[config.mk]
export PLATFORM = sky130hd
export DESIGN_NAME = fpu_issue_ctrl
export DESIGN_NICKNAME = d
export VERILOG_FILES = /design/src/rtl/fpu_issue_pkg.sv /design/src/rtl/fpu_watchdog.sv /design/src/rtl/fpu_issue_ctrl.sv
export SDC_FILE = /design/constraint.sdc
export NUM_CORES = 1
export LEC_CHECK = 0
export ABC_CLOCK_PERIOD_IN_PS = 1490
export CELL_PAD_IN_SITES_DETAIL_PLACEMENT = 0
export CELL_PAD_IN_SITES_GLOBAL_PLACEMENT = 2
export CORE_MARGIN = 2
export CORE_UTILIZATION = 22
export DETAILED_ROUTE_END_ITERATION = 10
export GPL_ROUTABILITY_DRIVEN = 0
export PLACE_DENSITY_LB_ADDON = 0.12
export SLEW_MARGIN = 5
export SYNTH_ARGS = -nofsm -noshare
export SYNTH_HDL_FRONTEND = slang
export SYNTH_SLANG_ARGS = --single-unit
[constraint.sdc]
create_clock -name clk -period 1.49 [get_ports clk]
set_input_delay 0.149 -clock clk [delete_from_list [all_inputs] [get_ports clk]]
set_output_delay 0.149 -clock clk [all_outputs]
set_load 0.03 [all_outputs]
[src/rtl/fpu_issue_pkg.sv]
// Shared types, default widths and the one-hot helper for the FPU issue controller.
package fpu_issue_pkg;

    typedef enum logic [1:0] {
        ST_IDLE  = 2'd0,
        ST_ISSUE = 2'd1,
        ST_WAIT  = 2'd2,
        ST_RESP  = 2'd3
    } fpu_issue_state_t;

    localparam int DEF_DATA_W    = 32;
    localparam int DEF_CTRL_W    = 8;
    localparam int DEF_NUM_UNITS = 10;
    localparam int MAX_UNITS     = 64;
    localparam int MAX_UNIT_W    = 6;

    // Callers size-cast the result down to their own unit count.
    function automatic logic [MAX_UNITS-1:0] onehot(input logic [MAX_UNIT_W-1:0] idx);
        logic [MAX_UNITS-1:0] vec;
        vec      = {MAX_UNITS{1'b0}};
        vec[idx] = 1'b1;
        return vec;
    endfunction

endpackage

[src/rtl/fpu_watchdog.sv]
// Clearable WAIT-cycle counter; flags expiry when the count reaches TIMEOUT-1.
module fpu_watchdog
#(
    parameter int TIMEOUT = 255
)
(
    input  logic clk,
    input  logic rst_n,
    input  logic clr,
    input  logic en,
    output logic expired
);

    localparam int CNT_W = $clog2(TIMEOUT);

    logic [CNT_W-1:0] cnt_r;

    // Count cycles spent waiting; restart on every new issue.
    always_ff @(posedge clk or negedge rst_n) begin
        if (!rst_n) begin
            cnt_r <= {CNT_W{1'b0}};
        end else if (clr) begin
            cnt_r <= {CNT_W{1'b0}};
        end else if (en) begin
            cnt_r <= cnt_r + CNT_W'(1);
        end else begin
            cnt_r <= cnt_r;
        end
    end

    assign expired = en && (cnt_r == CNT_W'(TIMEOUT - 1));

endmodule

[src/rtl/fpu_issue_ctrl.sv]
// Single-outstanding issue controller between the core and a bank of FPU units.
// Optional watchdog timeout is built when FPU_ISSUE_TIMEOUT_EN is defined.
module fpu_issue_ctrl
    import fpu_issue_pkg::*;
#(
    parameter int NUM_UNITS = DEF_NUM_UNITS,
    parameter int DATA_W    = DEF_DATA_W,
    parameter int CTRL_W    = DEF_CTRL_W,
    parameter int TIMEOUT   = 255,
    parameter int UNIT_W    = $clog2(NUM_UNITS)
)
(
    input  logic                 clk,
    input  logic                 rst_n,
    input  logic                 req_valid,
    output logic                 req_ready,
    input  logic [UNIT_W-1:0]    req_unit,
    input  logic [DATA_W-1:0]    req_a,
    input  logic [DATA_W-1:0]    req_b,
    input  logic [CTRL_W-1:0]    req_c,
    output logic                 rsp_valid,
    input  logic                 rsp_ready,
    output logic [DATA_W-1:0]    rsp_data,
    output logic                 rsp_err,
    output logic [DATA_W-1:0]    fpu_data_a,
    output logic [DATA_W-1:0]    fpu_data_b,
    output logic [CTRL_W-1:0]    fpu_data_c,
    output logic [NUM_UNITS-1:0] fpu_in_valid,
    input  logic [DATA_W-1:0]    fpu_out,
    input  logic                 fpu_out_valid
);

    fpu_issue_state_t     state_r, state_d;
    logic [DATA_W-1:0]    data_a_r, data_a_d, data_b_r, data_b_d;
    logic [CTRL_W-1:0]    data_c_r, data_c_d;
    logic [NUM_UNITS-1:0] in_valid_r, in_valid_d;
    logic                 rsp_valid_r, rsp_valid_d, rsp_err_r, rsp_err_d;
    logic [DATA_W-1:0]    rsp_data_r, rsp_data_d;
    logic                 unit_ok_s, expired_s;

`ifdef FPU_ISSUE_TIMEOUT_EN
    fpu_watchdog #(.TIMEOUT(TIMEOUT)) u_watchdog (
        .clk     (clk),
        .rst_n   (rst_n),
        .clr     (state_r == ST_ISSUE),
        .en      (state_r == ST_WAIT),
        .expired (expired_s)
    );
`else
    logic unused_timeout_s;
    assign unused_timeout_s = ^32'(TIMEOUT);
    assign expired_s        = 1'b0;
`endif

    assign unit_ok_s = ({1'b0, req_unit} < (UNIT_W + 1)'(NUM_UNITS));

    // Next-state and next-output decode for the issue FSM.
    always_comb begin
        state_d     = state_r;
        data_a_d    = data_a_r;
        data_b_d    = data_b_r;
        data_c_d    = data_c_r;
        in_valid_d  = {NUM_UNITS{1'b0}};
        rsp_valid_d = rsp_valid_r;
        rsp_err_d   = rsp_err_r;
        rsp_data_d  = rsp_data_r;
        case (state_r)
            ST_IDLE: begin
                if (req_valid) begin
                    data_a_d = req_a;
                    data_b_d = req_b;
                    data_c_d = req_c;
                    if (unit_ok_s) begin
                        // Strobe is registered here so it is visible in the ISSUE cycle.
                        in_valid_d = NUM_UNITS'(onehot(MAX_UNIT_W'(req_unit)));
                        state_d    = ST_ISSUE;
                    end else begin
                        rsp_valid_d = 1'b1;
                        rsp_err_d   = 1'b1;
                        rsp_data_d  = {DATA_W{1'b0}};
                        state_d     = ST_RESP;
                    end
                end else begin
                    state_d = ST_IDLE;
                end
            end
            ST_ISSUE: begin
                state_d = ST_WAIT;
            end
            ST_WAIT: begin
                // A result arriving on the expiry cycle takes priority.
                if (fpu_out_valid) begin
                    rsp_valid_d = 1'b1;
                    rsp_err_d   = 1'b0;
                    rsp_data_d  = fpu_out;
                    state_d     = ST_RESP;
                end else if (expired_s) begin
                    rsp_valid_d = 1'b1;
                    rsp_err_d   = 1'b1;
                    rsp_data_d  = {DATA_W{1'b0}};
                    state_d     = ST_RESP;
                end else begin
                    state_d = ST_WAIT;
                end
            end
            ST_RESP: begin
                if (rsp_ready) begin
                    rsp_valid_d = 1'b0;
                    state_d     = ST_IDLE;
                end else begin
                    state_d = ST_RESP;
                end
            end
            default: begin
                rsp_valid_d = 1'b0;
                state_d     = ST_IDLE;
            end
        endcase
    end

    // State and registered-output storage.
    always_ff @(posedge clk or negedge rst_n) begin
        if (!rst_n) begin
            state_r     <= ST_IDLE;
            data_a_r    <= {DATA_W{1'b0}};
            data_b_r    <= {DATA_W{1'b0}};
            data_c_r    <= {CTRL_W{1'b0}};
            in_valid_r  <= {NUM_UNITS{1'b0}};
            rsp_valid_r <= 1'b0;
            rsp_err_r   <= 1'b0;
            rsp_data_r  <= {DATA_W{1'b0}};
        end else begin
            state_r     <= state_d;
            data_a_r    <= data_a_d;
            data_b_r    <= data_b_d;
            data_c_r    <= data_c_d;
            in_valid_r  <= in_valid_d;
            rsp_valid_r <= rsp_valid_d;
            rsp_err_r   <= rsp_err_d;
            rsp_data_r  <= rsp_data_d;
        end
    end

    assign req_ready    = (state_r == ST_IDLE);
    assign rsp_valid    = rsp_valid_r;
    assign rsp_err      = rsp_err_r;
    assign rsp_data     = rsp_data_r;
    assign fpu_data_a   = data_a_r;
    assign fpu_data_b   = data_b_r;
    assign fpu_data_c   = data_c_r;
    assign fpu_in_valid = in_valid_r;

endmodule

After elaboration in Yosys (flattened, before gate mapping) --
Cells that the tools add are included.
Storage, ports and cells: RAM bits 0, latch bits 0, memories 0, ROM bits 0, output and inout bits 117, flip-flop bits (word level) 118
Operators by class: equal/unequal tests 7, multiply operators 0, shifts and indexed selects 0, divide/modulo/power cells 0, muxes and demuxes 21, order comparisons 3, $add $sub $neg 0, bitwise logic cells 0, reductions and logical operators 7
Operators with widths (count):
- $mux W32 | 3
- $pmux W32 S2 | 1
- $mux W10 | 3
- $ne A2 B2 Y1 const B | 4
- $pmux W2 S4 | 1
- $lt A4 B7 Y1 const B | 1
- $mux W1 | 7
- $mux W2 | 3
- $reduce_and A5 Y1 | 1
- $demux W1 S4 | 1
- $eq A2 B2 Y1 const B | 2
- $ge A4 B1 Y1 const B | 1
- $lt A4 B4 Y1 const B | 1
- $reduce_and A4 Y1 | 1
- $pmux W1 S3 | 1
- $reduce_bool A3 Y1 | 1
- $eq A2 B1 Y1 const B | 1
- $logic_not A2 Y1 | 1
- $pmux W1 S2 | 1
- $reduce_and A2 Y1 | 1
- $reduce_bool A2 Y1 | 1
- $logic_and A1 B1 Y1 | 1

Logic depth before layout (Yosys ltp) --
Gate-level depths: netlist of run 1.
depth after elaboration 7, gate-level depth with buffers 6, gate-level depth less buffers 3

Least setup slack after synthesis of run 1 --
Ideal clock, no wire load.
path kind register -> register, start point register state_r[0], end point register rsp_data_r[10] (netlist: rsp_data[10]), setup time 0.066 ns, setup slack -0.189 ns, required time 1.424 ns, arrival time 1.612 ns, path buffers 2, cell stages (with the launch flop) 6, cell sequence dfrtp_1 > buf_2 > nor2_1 > a221o_1 > buf_6 > a22o_1
Between the ends: word-level cells in the longest chain between the ends 3, elaborated cells on any way between the ends 8, those cells by class 4 x eq/ne; 1 x mux; 3 x reduce/logical
Ends and longest elaborated chain:
- start, declared | RTL line fpu_issue_ctrl.sv:33 | fpu_issue_state_t state_r, state_d;
- start signal, assigned | RTL line fpu_issue_ctrl.sv:133 | state_r <= state_d;
- $logic_not A2 Y1 (*)
- named net req_ready | RTL line fpu_issue_ctrl.sv:16 | output logic req_ready,
- $ne A2 B2 Y1 (no line) / $reduce_bool A2 Y1 (equally long branches)
- $reduce_and A4 Y1 (no line)
- end signal, assigned | RTL line fpu_issue_ctrl.sv:131 | rsp_data_r <= {DATA_W{1'b0}};
- end signal, assigned | RTL line fpu_issue_ctrl.sv:140 | rsp_data_r <= rsp_data_d;
- end, declared | RTL line fpu_issue_ctrl.sv:38 | logic [DATA_W-1:0] rsp_data_r, rsp_data_d;
The timed path passes the listed nets; every way through them passes the cells marked *. A chain may end at the register's enable or synchronous reset.

Final worst setup path of run 1 --
start point register state_r[1], end point register data_b_r[6] (netlist: fpu_data_b[6])
Between the ends: word-level cells in the longest chain between the ends 2
Ends and longest elaborated chain:
- $logic_not A2 Y1 | RTL line fpu_issue_ctrl.sv:67 | case (state_r)
- $reduce_and A2 Y1 (no line)
- end signal, assigned | RTL line fpu_issue_ctrl.sv:126 | data_b_r <= {DATA_W{1'b0}};
- end signal, assigned | RTL line fpu_issue_ctrl.sv:135 | data_b_r <= data_b_d;
- end, declared | RTL line fpu_issue_ctrl.sv:34 | logic [DATA_W-1:0] data_a_r, data_a_d, data_b_r, data_b_d;
No other way between the ends.

==> run_results.csv, run 1 <==
group,metric,value,unit
detailed_routing,vias,3314,
clock_network,clk_path_buf_depth,2,
sta,holdWs,0.310,ns
global_route,grt_pass1_vias,3318,
sta,layout_setup_ws,-0.0189,ns
global_route,grt_max_degree,82,
global_route,track_usage,11.5,%
detailed_routing,detail-route-antenna-nets,0,
sta,worst_slew_pin_slew,0.491,ns
logic_synthesis,synthTopCellsByArea,"dfrtp_1 68%, mux2_2 19%, a22o_1 6.4%",
logic_synthesis,synth_area_leader_cell,"dfrtp_1",
detailed_routing,wl,12400,um
clock_network,clockRootBuffer,"clkbuf_16",
final_layout,drive_gt1_share,24.5,%
power,p_leak,0.00363,uW
placed_design,io_buffers,229,
sta,tns,-0.241,ns
run,maxCapViolations,0,
die,floorplan.rows,51,
logic_synthesis,synth.distinct_cells,22,
logic_synthesis,synth.avg_cell_area,15.9,um2
logic_synthesis,syn_nets,387,
worst_setup_path,arrival,1.80,ns
final_layout,fin_util,40.1,%
power,power_density,2280,nW/um2
global_route,antenna_found_initial,0,
logic_synthesis,netlist.area_leader.share,67.7,%
status,violations,"negative setup slack",
clock_network,cts_made_buffers,17,
power,power,17800,uW
clock_network,clk_latency,0.40,ns
final_layout,syn_to_final_growth,78.9,%
clock_network,clock-sinks,118,
global_route,grt_pass1_wl,18100,um
final_layout,multiInputGateArea,1430,um2
die,initial_core_util,22.4,%
sta,finalMaxSlewViolations,0,
worst_setup_path,cp-start-kind,"flip-flop",
worst_setup_path,r2r-start,"state_r[1]",
worst_setup_path,crit_path_end_kind,"flip-flop",
final_layout,fin_cells,811,
final_layout,seq_area,2950,um2
sta,rsz0062_at_grt,"true",
min_path,hold_path_class,"in2async",
sta,clock.fmax,663,MHz
die,die_h,145,um
logic_synthesis,netlist_area,4360,um2
sta,setup_viol,26,
die,die-area,21000,um2
logic_synthesis,yosys.area_share.simple,3.44,%
sta,maxSlewHeadroom,67.3,%
final_layout,antenna_cells,0,
final_layout,num-nets-final,646,
sta,fin_crit_sh,101,%
global_route,grt-ovfl-total,0,
logic_synthesis,yosysSeqAreaShare,67.7,%
clock_network,clkTransAtPathRegs,0.05,ns
worst_setup_path,cp.required,1.78,ns
detailed_routing,drt-wirelength-per-cell,15.3,um
logic_synthesis,synthCells,274,
logic_synthesis,synth_fa_ha_area_share,0,%
die,core_area,19500,um2
final_layout,fillers,1922,
status,outcome,"finished, violations left",
placed_design,placedCellCount,777,
worst_setup_path,cp_max_fo,13,
die,io_pins,230,
worst_setup_path,crit_start,"state_r[1]",
logic_synthesis,ys_seq_elements,118,
detailed_routing,via_per_inst,4.09,
logic_synthesis,synth_top_family_by_area,"multiplexers",
power,ir_drop,0.000762,V
logic_synthesis,synth_mux_area_share,18.6,%
logic_synthesis,ys_warn_count,0,
detailed_routing,drtIter0Drc,88,
die,die_w,145,um
logic_synthesis,synth_xor_area_share,0,%
detailed_routing,drc,0,
sta,skew,0.00638,ns
worst_setup_path,critPathKind,"reg2reg",
placed_design,hpwl,8710,um
clock_network,cts_tree,"built",
sta,period_needed,1.51,ns
clock_network,htree_levels,4,
logic_synthesis,synth_compound_area_share,7.63,%
detailed_routing,firstDrtPassIters,4,
sta,hold_viol,0,
## what timing repair did
action | in CTS | in global routing
setup endpoints to repair | 189 | 105
hold buffers | 1 | 0
pin swaps | 1 | 0
cloned | 0 | 0
resized for setup | 120 | 35
buffers inserted | 0 | 1
endpoints found under the hold margin | 118 | 0
## area by class of cell
class                           instances  share of cell area (%)
Tap cell                              265                    4.25
Multi-Input combinational cell        140                    18.3
Timing Repair Buffer                  256                    31.7
Clock inverter                          8                    1.54
Clock buffer                           24                    6.30
Sequential cell                       118                    37.9
## synthesized netlist by cell type
cell type  instances
nand2_1            6
nand3b_1           1
buf_4              3
mux2_2            72
nor3_1             5
buf_6              4
a21o_1             1
or2b_1             1
o21ai_0            1
o21ai_1            1
nor3b_4            1
a22o_1            32
buf_2              9
nor2_1             9
a21oi_1            2
nor4_2             1
dfrtp_1          118
nand3_1            2
a221o_1            1
nand2b_1           2
o21a_1             1
a21boi_0           1
## cells by family after synthesis
| family | count (synthesis) |
|---|---|
| AOI/OAI and AO/OA | 40 |
| buffers and inverters | 16 |
| DFF | 118 |
| muxes | 72 |
| and+or+nand+nor | 28 |
## path summary, 6_finish.rpt
check	slack (ns)	end	depth (start not counted)
max in group asynchronous	0.74	state_r[1]	3
worst max-delay path	-0.02	fpu_data_b[6]	4
min in group clk	0.34	rsp_data[23]	2
worst max register to register	-0.02	fpu_data_b[6]	4
worst min-delay path	0.31	fpu_data_b[10]	3
worst min register to register	0.49	rsp_data[2]	1
## worst max-delay path: stages, from the launching register on
cell,delay (ns)
dfrtp_2,0.44
nor3b_4,0.26
buf_6,0.20
buf_12,0.16
mux2_2,0.34
## routing by layer
metal / routed length [um] / part of all wire (%) / GRT usage, % / up-vias
li1: - / - / - / 1515
met1: 5340 / 43 / 14.1 / 1633
met2: 5610 / 45 / 17.4 / 153
met3: 1220 / 9.8 / 4.94 / 13
met4: 209 / 1.7 / 5.47 / 0
met5: 0 / 0 / 0 / -
## cells in the final DEF (no fill, tap or decap), drive strengths merged
master / count
a21oi: 2
clkinvlp: 2
nand2b: 2
dlygate4sd3: 1
clkbuf: 24
nand3: 2
a221o: 1
clkdlybuf4s50: 111
clkinv: 3
nand2: 6
or2b: 1
o21a: 1
dfrtp: 118
nand3b: 1
bufinv: 3
o21ai: 2
nor3: 5
a21boi: 1
dlygate4sd2: 116
a21o: 1
mux2: 72
buf: 28
a22o: 32
nor4: 1
nor2: 9
nor3b: 1
## flip-flops by register name, summed over array words and instances (netlist names)
signal,flops
state_r,2
fpu_data_c,8
fpu_data_a,32
fpu_data_b,32
rsp_valid,1
rsp_err,1
fpu_in_valid,10
rsp_data,32
## stage by stage
step                instance area [um2]  setup WS, ns
finish                             7800       -0.0189
global route                       7800       -0.0681
CTS                                7660       -0.0283
detailed placement                 7170        -0.259
global placement                   7170        -0.209
floorplan                          4370       -0.0268
## power by group
part	switching, uW	internal (uW)	total, uW
Combinational	4650	3490	8140
Clock	1430	2800	4230
Sequential	716	4670	5390
Note: power is estimated with default switching activity, not from simulation.
==> run 2, diff against run 1 <==
--- a/config.mk
+++ b/config.mk
@@ -5,7 +5,6 @@
 export SDC_FILE = /design/constraint.sdc
 export NUM_CORES = 1
 export LEC_CHECK = 0
-export ABC_CLOCK_PERIOD_IN_PS = 1490
 export CELL_PAD_IN_SITES_DETAIL_PLACEMENT = 0
 export CELL_PAD_IN_SITES_GLOBAL_PLACEMENT = 2
 export CORE_MARGIN = 2
==> results of run 2 <==
Final layout, timing and power as in run 1 (identical DEF).
